--- config.mk ---
export PLATFORM = sky130hd
export DESIGN_NAME = mux_arb_rr
export DESIGN_NICKNAME = d
export VERILOG_FILES = /design/src/rtl/mux_pkg.sv /design/src/rtl/op_buffer.sv /design/src/rtl/mux_arb_rr.sv
export SDC_FILE = /design/constraint.sdc
export NUM_CORES = 1
export LEC_CHECK = 0
export BUFFER_PORTS_ARGS = -buffer_cell sky130_fd_sc_hd__buf_2
export CAP_MARGIN = 20
export CORE_AREA = 4 4 41 43
export CTS_CLUSTER_SIZE = 25
export DETAILED_ROUTE_END_ITERATION = 8
export DIE_AREA = 0 0 45 47
export PLACE_DENSITY_LB_ADDON = 0.15
export SETUP_SLACK_MARGIN = 0.15
export SLEW_MARGIN = 5
export SYNTH_ARGS = -nofsm -noshare
export SYNTH_HDL_FRONTEND = slang
export SYNTH_HIERARCHICAL = 1
export SYNTH_SLANG_ARGS = --single-unit
--- constraint.sdc ---
create_clock -name clk -period 2.3 [get_ports clk]
set_input_delay 0.46 -clock clk [delete_from_list [all_inputs] [get_ports clk]]
set_output_delay 0.46 -clock clk [all_outputs]
set_load 0.02 [all_outputs]
--- src/rtl/mux_pkg.sv ---
// mux_pkg: shared constants and types for the round-robin mux feeder.
package mux_pkg;
  localparam int WIDTH_DEFAULT = 4;
  localparam logic SEL_A = 1'b1;
  localparam logic SEL_B = 1'b0;
  typedef enum logic {IDLE, GRANT} arb_state_t;
endpackage

--- src/rtl/op_buffer.sv ---
// op_buffer: one-entry operand register; frozen while full, freed by clr_i.
module op_buffer #(
  parameter int WIDTH = 4
) (
  input  logic             clk,
  input  logic             rst,
  input  logic             valid_i,
  input  logic [WIDTH-1:0] data_i,
  input  logic             clr_i,
  output logic             ready_o,
  output logic             full_o,
  output logic [WIDTH-1:0] data_o
);
  logic             full_q, full_d;
  logic [WIDTH-1:0] data_q, data_d;
  logic             take;
  assign take    = valid_i && !full_q;
  assign full_d  = take ? 1'b1 : (clr_i ? 1'b0 : full_q);
  assign data_d  = take ? data_i : data_q;
  assign ready_o = !full_q;
  assign full_o  = full_q;
  assign data_o  = data_q;
  always_ff @(posedge clk) begin
    if (rst) begin
      full_q <= 1'b0;
      data_q <= '0;
    end else begin
      full_q <= full_d;
      data_q <= data_d;
    end
  end
endmodule

--- src/rtl/mux_arb_rr.sv ---
// mux_arb_rr: buffers one operand per producer and feeds mux2x1 with a
// round-robin select held stable for as long as a grant is offered.
module mux_arb_rr
  import mux_pkg::*;
#(
  parameter int WIDTH = WIDTH_DEFAULT
) (
  input  logic             clk,
  input  logic             rst,
  input  logic             a_valid,
  input  logic [WIDTH-1:0] a_data,
  output logic             a_ready,
  input  logic             b_valid,
  input  logic [WIDTH-1:0] b_data,
  output logic             b_ready,
  output logic [WIDTH-1:0] ia,
  output logic [WIDTH-1:0] ib,
  output logic             chave,
  output logic             out_valid,
  input  logic             out_ready
);
  arb_state_t state_q, state_d;
  logic       chave_q, chave_d, ptr_q, ptr_d;
  logic       a_full, b_full, consume, other_full;
  assign consume    = (state_q == GRANT) && out_ready;
  assign other_full = (chave_q == SEL_A) ? b_full : a_full;
  op_buffer #(.WIDTH(WIDTH)) u_buf_a (
    .clk(clk), .rst(rst), .valid_i(a_valid), .data_i(a_data),
    .clr_i(consume && chave_q == SEL_A),
    .ready_o(a_ready), .full_o(a_full), .data_o(ia)
  );
  op_buffer #(.WIDTH(WIDTH)) u_buf_b (
    .clk(clk), .rst(rst), .valid_i(b_valid), .data_i(b_data),
    .clr_i(consume && chave_q == SEL_B),
    .ready_o(b_ready), .full_o(b_full), .data_o(ib)
  );
  // Only registered full flags are seen, so a same-cycle refill waits an edge.
  always_comb begin
    state_d = state_q;
    chave_d = chave_q;
    ptr_d   = ptr_q;
    if (state_q == IDLE) begin
      state_d = (a_full || b_full) ? GRANT : IDLE;
      chave_d = !(a_full || b_full) ? chave_q :
                (a_full && (!b_full || ptr_q == SEL_A)) ? SEL_A : SEL_B;
    end else if (out_ready) begin
      ptr_d   = !chave_q;
      state_d = other_full ? GRANT : IDLE;
      chave_d = other_full ? !chave_q : chave_q;
    end
  end
  always_ff @(posedge clk) begin
    if (rst) begin
      state_q <= IDLE;
      chave_q <= SEL_A;
      ptr_q   <= SEL_A;
    end else begin
      state_q <= state_d;
      chave_q <= chave_d;
      ptr_q   <= ptr_d;
    end
  end
  assign chave     = chave_q;
  assign out_valid = (state_q == GRANT);
endmodule

* Word level (Yosys, flattened, before mapping)
Cells that the tools add are included.
Storage, ports and cells: bits in registers 13, input port bits 13, output and inout port bits 12
Cells by class: bitwise operators 1, equality and inequality tests 2, mux-type cells 14, reductions and logical operators 16
Operator list (count):
- $mux 1 | 14
- $logic_and 1x1->1 | 6
- $reduce_bool 2->1 | 3
- $logic_not 1->1 | 3
- $reduce_and 3->1 | 1
- $logic_or 1x1->1 | 2
- $ne 2x1->1 const B | 1
- $ne 2x2->1 const B | 1
- $reduce_and 2->1 | 1
- $not 1->1 | 1

* Depth between registers and ports, before layout
Gate-level depths: netlist of run 1.
depth in word-level cells 6, gate-level depth with buffers 5

* Hierarchy
Netlist of run 1, hierarchy kept.
By module, submodules not included:
- op_buffer | times used 2, seq. area each 100.1 µm², area each 225.2 µm², cells each 21
- mux_arb_rr | times used 1, seq. area each 60.1 µm², area each 168.9 µm², cells each 19

* Worst setup path before layout of run 1
Ideal clock, no wire load.
path kind register -> register, start register state_q (netlist: out_valid), end register u_buf_a.full_q (netlist: u_buf_a/full_o), data arrival time 1083 ps, required time 2185 ps, cell stages (with the launch flop) 5, clock period less this slack 1198 ps, slack 1102 ps, library setup time 115 ps, cell sequence dfxtp_1 -> buf_6 -> and3_2 -> and2b_1 -> o21ba_1
On the way: longest elaborated chain between the ends 3
RTL lines:
- from (decl) | line mux_arb_rr.sv:22 | arb_state_t state_q, state_d;
- from (signal assigned) | line mux_arb_rr.sv:58 | state_q <= state_d;
- $logic_and 1x1->1 | line mux_arb_rr.sv:25 | assign consume = (state_q == GRANT) && out_ready;
- $logic_and 1x1->1 | line mux_arb_rr.sv:29 | .clr_i(consume && chave_q == SEL_A),
- $reduce_bool 2->1 (no source line)
- to (signal assigned) | line op_buffer.sv:28 | full_q <= full_d;
- to (decl) | line op_buffer.sv:14 | logic full_q, full_d;
Every way passes these cells. A chain may end at the register's enable or synchronous reset.

* Worst setup path after layout of run 1
start register u_buf_b.full_q (netlist: u_buf_b/full_o), end output port b_ready
On the way: longest elaborated chain between the ends 1
RTL lines:
- from (decl) | line op_buffer.sv:14
- from (signal assigned) | line op_buffer.sv:28
- $logic_not 1->1 | line op_buffer.sv:20 | assign ready_o = !full_q;
- to (decl) | line mux_arb_rr.sv:15 | output logic b_ready,
Every way passes these cells.

==> flow_summary.yaml, run 1 <==
power:
  p_leak_nw: 0.3537
  p_switching_mw: 0.1477
  swShare_pct: 29.00
  p_per_area_nw_per_um2: 658.9
  share_comb_of_total_power_pct: 20.3
  seq_power_share_pct: 52.3
  vdd_ir_drop_max_uv: 409.2
  p_int_mw: 0.3617
  clkPwrFrac_pct: 27.4
placement:
  dp_hpwl_microns: 863.6
  dp_cells: 99
  place_ws_ns: 1.083
  routabilityCongestion: 0.7216
  port_buffers: 24
sta:
  fin_skew_ns: 0.003763
  tns_ns: 0
  max_slew.worst_pin.slew_ns: 0.3726
  hold_ws_ns: 0.4563
  fmax_mhz: 663.5
  period_needed_ns: 1.507
  slew_headroom_pct: 75.13
  fin_ws_ns: 0.7927
  finalHoldViolations: 0
  finalSetupViolations: 0
  rsz0062_at_grt: "no"
  final-max-slew-violation-count: 0
  period_share_pct: 65.53
logic_synthesis:
  synthCells: 61
  yosys_warnings: 6
  syn_avg_cell_area_sq_um: 10.15
  synth_nets: 74
  synthesis.area_sq_um: 619.3
  synth_cell_types: 22
  yosysSeqAreaShare_pct: 42.02
  ys_ff_latch: 13
clock_tree:
  cts_setup_buffers: 0
  cts_tree: "done"
  max-clock-path-buffers: 2
  htreeDepth: 1
  clock_sinks: 13
  cts_made_buffers: 3
  cts_resized: 0
  clk_pin_slew_ns: 0.08
  cts.hold.buffers_added: 0
  cts-root-buf: "clkbuf_4"
  clkLatencyLatePin_ns: 0.27
floorplanning:
  die_h_microns: 47
  die_x_microns: 45
  coreArea_sq_um: 1301
  row_count: 13
  die_area_sq_um: 2115
  design.portCount: 25
  initial_core_util_pct: 47.60
detailed_routing:
  first_iter_violations: 7
  wl_per_cell_microns: 11.95
  ant_nets: 0
  viasPerCell: 5.049
  drt_first_pass_iters: 4
  drc_errors: 0
  wl_mm: 1.231
  routed-via-count: 520
final_layout:
  layout_commonest_cell: "buf_2"
  drive_gt1_share_pct: 35.23
  nets: 102
  final-instance-count-excl-fill: 103
  area_growth_pct: 24.85
  final_cell_mix: "buf_2, dfxtp_1, nand2b_1"
  diodes: 0
setup_path:
  r2r_slack_ns: 1.11
  cp_max_fo: 11
  crit_arrival_ns: 1.05
  cp_top_family: "flip-flops"
  required_ns: 1.84
  critPathKind: "register to output pin"
  critical_path.cell_chain: "inv_1 > buf_2"
  path_buf_inv: 2
  max_stage_delay_ns: 0.55
  critPathLaunchType: "register"
  cp-end-kind: "output pin"
  slowest_stage: "dfxtp_1"
global_route:
  track_usage_pct: 13.19
  antenna_found_initial: 0
  grt_pass1_wl_mm: 2.001
  grt.overflow.total: 0
  grt_pass1_vias: 470
  grt_max_degree: 22
job:
  max_cap_violations: 0
worst_hold_path:
  hold_path.class: "primary input to register"
run_status:
  status: "completed"
## metal layers
| metal | vias up | share of wire (%) | global-route usage, % |
|---|---|---|---|
| met5 | - | 0 | 0 |
| met4 | 0 | 0.97 | 10.53 |
| met3 | 2 | 5.8 | 2.299 |
| met2 | 14 | 41 | 16.67 |
| met1 | 226 | 52 | 19.17 |
| li1 | 278 | - | - |
## metrics by stage
stage	cell area, sq um	utilization [%]	power (mW)
after CTS	773.2	59.42	0.5163
after global placement	747.0	57.40	0.3741
final	773.2	59.42	0.5095
after floorplan	619.3	-	0.3388
after global routing	773.2	59.42	0.5379
after detailed placement	747.0	57.40	0.3752
## synth_stat cells
cell type | n | share of area [%]
o22ai_1 | 1 | 1.0
o21ba_1 | 2 | 3.2
nor3_1 | 1 | 0.81
nor2b_1 | 1 | 1.0
nor2_1 | 1 | 0.61
inv_1 | 3 | 1.8
a311oi_1 | 1 | 1.4
nor2b_4 | 2 | 4.4
nand2_1 | 1 | 0.61
nand4bb_1 | 8 | 15
and3_2 | 1 | 1.2
nand2b_1 | 9 | 9.1
buf_6 | 1 | 1.8
mux2i_1 | 1 | 1.6
dfxtp_1 | 13 | 42
o21bai_1 | 1 | 1.2
nor2_2 | 1 | 1.0
o21ai_0 | 8 | 6.5
a221o_1 | 1 | 1.6
and2b_1 | 2 | 2.4
a21oi_1 | 1 | 0.81
a22oi_1 | 1 | 1.2
## cell families after synthesis
kind of cell | synth area share (%)
AND/OR/NAND/NOR | 35.76
AO/OA/AOI/OAI | 16.97
flip-flops | 42.02
buffers and inverters | 3.636
multiplexers | 1.616
## power by group through the flow
stage | combinational, mW | clock, mW | sequential, mW
after floorplan | 0.0569 | 0 | 0.282
after global placement | 0.103 | 0 | 0.272
after detailed placement | 0.104 | 0 | 0.272
after CTS | 0.104 | 0.146 | 0.267
after global routing | 0.113 | 0.155 | 0.270
final | 0.103 | 0.140 | 0.267
## path summary, 6_finish.rpt
path,from,to,depth (start not counted)
max reg2reg,u_buf_a/full_o,chave,3
max,u_buf_b/full_o,b_ready,2
min reg2reg,u_buf_a/data_o[3],u_buf_a/data_o[3],2
min,a_data[0],u_buf_a/data_o[0],3
## flip-flops by register name, indices dropped and copies added (netlist names)
name            count
u_buf_a/data_o      4
u_buf_b/data_o      4
chave               1
out_valid           1
ptr_q               1
u_buf_a/full_o      1
u_buf_b/full_o      1
## cell type report
class / count / area [sq um]
Fill cell: 123 / 528.0
Multi-Input combinational cell: 44 / 336.6
Sequential cell: 13 / 260.3
Timing Repair Buffer: 24 / 120.1
Clock buffer: 4 / 26.28
Tap cell: 15 / 18.77
Inverter: 3 / 11.26
## worst min-delay path: stages
cell	delay, ns
buf_2	0.08
nand4bb_1	0.09
o21ai_0	0.07
Note: power is estimated with default switching activity, not from simulation.
==> run 2: changes to the inputs <==
--- a/config.mk
+++ b/config.mk
@@ -5,12 +5,13 @@
 export SDC_FILE = /design/constraint.sdc
 export NUM_CORES = 1
 export LEC_CHECK = 0
+export ABC_AREA = 1
 export BUFFER_PORTS_ARGS = -buffer_cell sky130_fd_sc_hd__buf_2
 export CAP_MARGIN = 20
-export CORE_AREA = 4 4 41 43
+export CORE_MARGIN = 4
+export CORE_UTILIZATION = 45
 export CTS_CLUSTER_SIZE = 25
 export DETAILED_ROUTE_END_ITERATION = 8
-export DIE_AREA = 0 0 45 47
 export PLACE_DENSITY_LB_ADDON = 0.15
 export SETUP_SLACK_MARGIN = 0.15
 export SLEW_MARGIN = 5
==> constraint.sdc (replaced) <==
create_clock -name clk -period 1.4 [get_ports clk]
set_input_delay 0.28 -clock clk [delete_from_list [all_inputs] [get_ports clk]]
set_output_delay 0.28 -clock clk [all_outputs]
set_load 0.02 [all_outputs]
==> run 2 against run 1 <==
Die area decreased by 1.4%; first-iteration DRC count decreased by 29%; largest cell class unchanged; final cell count increased by 41%; global-route usage increased by 0.66 points; clock skew increased by 0.00058 ns.
==> flow_summary.yaml, run 2 <==
global_route:
  grt-busiest-layer: "met2"
  grt_pass1_vias: 583
  grt_use_met2_pct: 20.06
  grt_max_degree: 9
  antenna_found_initial: 0
  grt_use_met3_pct: 3.557
  grt_pass1_wl_mm: 2.097
  grt_use_met1_pct: 17.75
  track_usage_pct: 13.85
  grt.overflow.total: 0
clock_tree:
  cts.hold.buffers_added: 0
  cts_made_buffers: 3
  cts-root-buf: "clkbuf_4"
  clkLatencyLatePin_ns: 0.27
  htreeDepth: 1
  clk_pin_slew_ns: 0.08
  cts_setup_buffers: 0
  cts_tree: "done"
  max-clock-path-buffers: 2
  clock_sinks: 13
floorplanning:
  coreArea_sq_um: 1318
  design.portCount: 25
  row_count: 13
  die_area_sq_um: 2084
  die_x_microns: 45.66
  die_h_microns: 45.66
  initial_core_util_pct: 48.43
sta:
  max_slew.worst_pin.slew_ns: 0.1379
  period_share_pct: 84.58
  rsz0062_at_grt: "no"
  tns_ns: 0
  finalHoldViolations: 0
  fin_skew_ns: 0.004340
  period_needed_ns: 1.184
  slew_headroom_pct: 90.81
  fmax_mhz: 844.5
  final-max-slew-violation-count: 0
  finalSetupViolations: 0
  fin_ws_ns: 0.2159
logic_synthesis:
  synth_common_cells: "nand2_1, nor2_1, inv_1"
  yosysSeqAreaShare_pct: 40.78
  yosysMostFrequentCell: "nand2_1"
  synthesis.area_sq_um: 638.1
  synth_flop_cell: "dfxtp_1"
  synth_cell_types: 10
  synth-edff-count: 0
  yosys-top-cells-area: "dfxtp_1, nand2_1, nor2_1"
  synth_nets: 115
  synth_area_leader_cell: "dfxtp_1"
  yosys_warnings: 6
  syn_avg_cell_area_sq_um: 6.256
  async_reset_ff_share_pct: 0
  synth_top_cell_area_share_pct: 40.78
  synthCells: 102
  ys_ff_latch: 13
power:
  swShare_pct: 33.73
  clkPwrFrac_pct: 24.9
  share_comb_of_total_power_pct: 26.3
  p_int_mw: 0.6058
  seq_power_share_pct: 48.8
  power_mw: 0.9141
  p_leak_nw: 0.4758
  vdd_ir_drop_max_uv: 700.7
  p_per_area_nw_per_um2: 1119
  p_switching_mw: 0.3083
setup_path:
  critPathLaunchType: "register"
  cp-end-kind: "output pin"
  required_ns: 1.12
  critical_path.cell_chain: "inv_2 > buf_2"
  critPathKind: "register to output pin"
  max_stage_delay_ns: 0.38
  slowest_stage: "dfxtp_4"
  cp_top_family: "flip-flops"
  cp_max_fo: 6
  path_buf_inv: 2
  crit_arrival_ns: 0.90
final_layout:
  final_cell_mix: "nand2_1, buf_2, nor2_1"
  fin_util_pct: 62.01
  nets: 144
  area_growth_pct: 28.04
  drive_gt1_share_pct: 32.31
  layout_commonest_cell: "nand2_1"
  fillers: 130
  diodes: 0
placement:
  place_ws_ns: 0.4029
  port_buffers: 24
  dp_hpwl_mm: 1.017
  routabilityCongestion: 0.8101
detailed_routing:
  first_iter_violations: 5
  drt_first_pass_iters: 4
  wl_per_cell_microns: 8.793
  viasPerCell: 4.483
  wl_mm: 1.275
  routed-via-count: 650
  drc_errors: 0
  ant_nets: 0
run_status:
  status: "completed"
job:
  max_cap_violations: 0
worst_hold_path:
  hold_path.class: "primary input to register"
[run 2: routing by layer]
| layer | vias up | wire length, microns |
|---|---|---|
| met5 | - | 0 |
| met1 | 270 | 604 |
| met2 | 16 | 568 |
| met3 | 4 | 76 |
| met4 | 0 | 25 |
| li1 | 360 | - |
[run 2: final timing paths]
kind / start / endpoint / slack, ns / depth (start not counted)
setup / recovery: u_buf_b/full_o / b_ready / 0.22 / 2
hold / removal: rst / u_buf_a/full_o / 0.21 / 2
hold reg to reg: ptr_q / ptr_q / 0.46 / 2
setup reg to reg: u_buf_b/full_o / chave / 0.46 / 6
[run 2: worst register-to-register path, stage by stage (launching register included)]
cell	delay (ns)
dfxtp_4	0.38
inv_1	0.08
nand2_1	0.07
nand3_1	0.10
nand2_1	0.06
nand3_1	0.07
nand3_1	0.07
[run 2: final cells by class]
cell class	instances	area [sq um]	share of cell area (%)
inverters	22	82.58	10.11
repair buffers	24	122.6	15.01
clock buffers	3	22.52	2.757
multi-input cells	67	295.3	36.14
clock inverters	1	5.005	0.6126
well taps	15	18.77	2.297
flip-flops and latches	13	270.3	33.08
[run 2: logic make-up after synthesis]
logic type      Yosys count  synth area share, %
compound gates            4                3.137
buf+inv                  22                12.94
flops                    13                40.78
simple gates             63                43.14
[run 2: repair_timing]
| item | 4_1_cts | 5_1_grt |
|---|---|---|
| pin swaps | 0 | 0 |
| setup endpoints to repair | 2 | 4 |
| gates resized for setup | 2 | 5 |
[run 2: power by group through the flow]
stage                     clock [mW]  combinational [mW]  sequential [mW]
final                          0.228               0.241            0.446
after global placement             0               0.236            0.452
after CTS                      0.239               0.240            0.445
after global routing           0.273               0.272            0.454
after detailed placement           0               0.239            0.452
after floorplan                    0               0.128            0.485
[run 2: per-stage QoR]
step	cell area, sq um	hold WS [ns]	cells
final	817.0	0.2136	145
after CTS	807.0	0.2072	145
after global placement	777.0	0.4449	141
after detailed placement	777.0	0.4471	141
after global routing	817.0	0.1938	145
after floorplan	638.1	0.3491	102
==> run 3: changes to the inputs <==
==> constraint.sdc (replaced) <==
create_clock -name clk -period 1.2 [get_ports clk]
set_input_delay 0.24 -clock clk [delete_from_list [all_inputs] [get_ports clk]]
set_output_delay 0.24 -clock clk [all_outputs]
set_load 0.02 [all_outputs]
==> run 3 against run 2 <==
Highest routed layer unchanged; sequential share of layout area is 3.5 points lower; first-iteration DRC count is 60% higher; hold slack worse by 0.034 ns; design area is 14% higher; clock power is 15% higher; total power is 26% higher; critical endpoint is now a_ready; via count is 8.3% higher; critical path type unchanged; global-route usage is 0.73 points higher.
==> flow_summary.yaml, run 3 (synthesis results as in run 2) <==
floorplanning:
  initial_core_util_pct: 48.43
  die_h_microns: 45.66
  die_area_sq_um: 2084
  row_count: 13
  design.portCount: 25
  die_x_microns: 45.66
  coreArea_sq_um: 1318
power:
  p_leak_nw: 0.5284
  clkPwrFrac_pct: 22.9
  p_per_area_nw_per_um2: 1234
  seq_power_share_pct: 44.4
  swShare_pct: 32.94
  vdd_ir_drop_max_uv: 970.9
  p_int_mw: 0.7703
  p_switching_mw: 0.3784
  share_comb_of_total_power_pct: 32.7
  power_mw: 1.149
final_layout:
  nets: 153
  layout_commonest_cell: "nand2_1"
  final_cell_mix: "nand2_1, nor2_1, inv_1, buf_2, buf_4"
  area_growth_pct: 45.88
  diodes: 0
  drive_gt1_share_pct: 39.57
placement:
  dp_hpwl_microns: 991.8
  port_buffers: 24
  routabilityCongestion: 0.8466
global_route:
  grt.overflow.total: 0
  grt_max_degree: 9
  grt_pass1_wl_mm: 2.214
  grt_pass1_vias: 593
  antenna_found_initial: 0
  track_usage_pct: 14.57
run_status:
  status: "completed"
setup_path:
  cp_max_fo: 4
  critPathKind: "register to output pin"
  required_ns: 0.96
  cp-end-kind: "output pin"
  r2r_slack_ns: 0.22
  critPathLaunchType: "register"
  crit_arrival_ns: 0.80
sta:
  final-max-slew-violation-count: 0
  rsz0062_at_grt: "yes"
  period_needed_ns: 1.036
  finalSetupViolations: 0
  period_share_pct: 86.37
  max_slew.worst_pin.slew_ns: 0.1217
  fin_skew_ns: 0.002398
  finalHoldViolations: 0
  hold_ws_ns: 0.1798
  tns_ns: 0
  slew_headroom_pct: 91.85
  fmax_mhz: 964.9
clock_tree:
  clkLatencyLatePin_ns: 0.27
  clk_pin_slew_ns: 0.08
  clock_sinks: 13
  cts-root-buf: "clkbuf_4"
  htreeDepth: 1
  cts.hold.buffers_added: 0
  max-clock-path-buffers: 2
  cts_made_buffers: 3
  cts_tree: "done"
worst_hold_path:
  hold_path.class: "primary input to register"
job:
  max_cap_violations: 0
detailed_routing:
  viasPerCell: 4.571
  ant_nets: 0
  first_iter_violations: 8
  drt_first_pass_iters: 4
  routed-via-count: 704
  wl_per_cell_microns: 9.318
  drc_errors: 0
  wl_mm: 1.435
-- run 3: changes by cell type in the layout (fill, tap and decap cells not counted), moves of 2 or more --
cell     delta
dfxtp_2     -2
dfxtp_4     +2
buf_2       -8
inv_4       +2
inv_1       -2
buf_4      +14
buf_6       +3
-- run 3: per-stage QoR --
stage | setup WS (ns) | util [%] | area (sq um) | instances
2_1_floorplan | 0.1920 | - | 638.1 | 102
3_3_place_gp | 0.2520 | 58.97 | 777.0 | 141
3_5_place_dp | 0.2375 | 58.97 | 777.0 | 141
4_1_cts | 0.1420 | 66.19 | 872.1 | 149
5_1_grt | 0.1235 | 70.66 | 930.9 | 154
6_report | 0.1636 | 70.66 | 930.9 | 154
-- run 3: critical path, cell delays in order, from the launching register on --
cell	delay, ns
dfxtp_4	0.36
inv_4	0.06
buf_6	0.11
-- run 3: worst paths after layout --
| path | end | startpoint | cells after the start |
|---|---|---|---|
| setup reg to reg | chave | u_buf_b/full_o | 7 |
| setup / recovery | a_ready | u_buf_a/full_o | 2 |
| hold / removal | u_buf_a/full_o | rst | 2 |
| hold reg to reg | ptr_q | ptr_q | 2 |
-- run 3: power groups by stage --
| stage | registers, mW | logic (mW) | clock network [mW] |
|---|---|---|---|
| 2_1_floorplan | 0.566 | 0.149 | 0 |
| 3_3_place_gp | 0.527 | 0.275 | 0 |
| 3_5_place_dp | 0.528 | 0.278 | 0 |
| 4_1_cts | 0.509 | 0.330 | 0.275 |
| 5_1_grt | 0.516 | 0.415 | 0.300 |
| 6_report | 0.510 | 0.375 | 0.263 |
-- run 3: repair_timing --
action | CTS | global route
buffers inserted | 4 | 5
pin swaps | 0 | 0
gates resized for setup | 16 | 10
endpoints found under the setup margin | 4 | 9
-- run 3: area by class of cell --
| type | count | area [sq um] |
|---|---|---|
| flip-flops and latches | 13 | 275.3 |
| clock inverters | 1 | 5.005 |
| multi-input cells | 67 | 300.3 |
| fillers | 110 | 386.6 |
| clock buffers | 3 | 22.52 |
| well taps | 15 | 18.77 |
| repair buffers | 33 | 221.5 |
| inverters | 22 | 87.58 |
-- run 3: layer usage --
layer / share of wire [%] / GRT usage, %
met1: 47 / 18.47
met2: 47 / 23.68
met3: 4.9 / 3.557
met4: 0.91 / 5.263
met5: 0 / 0
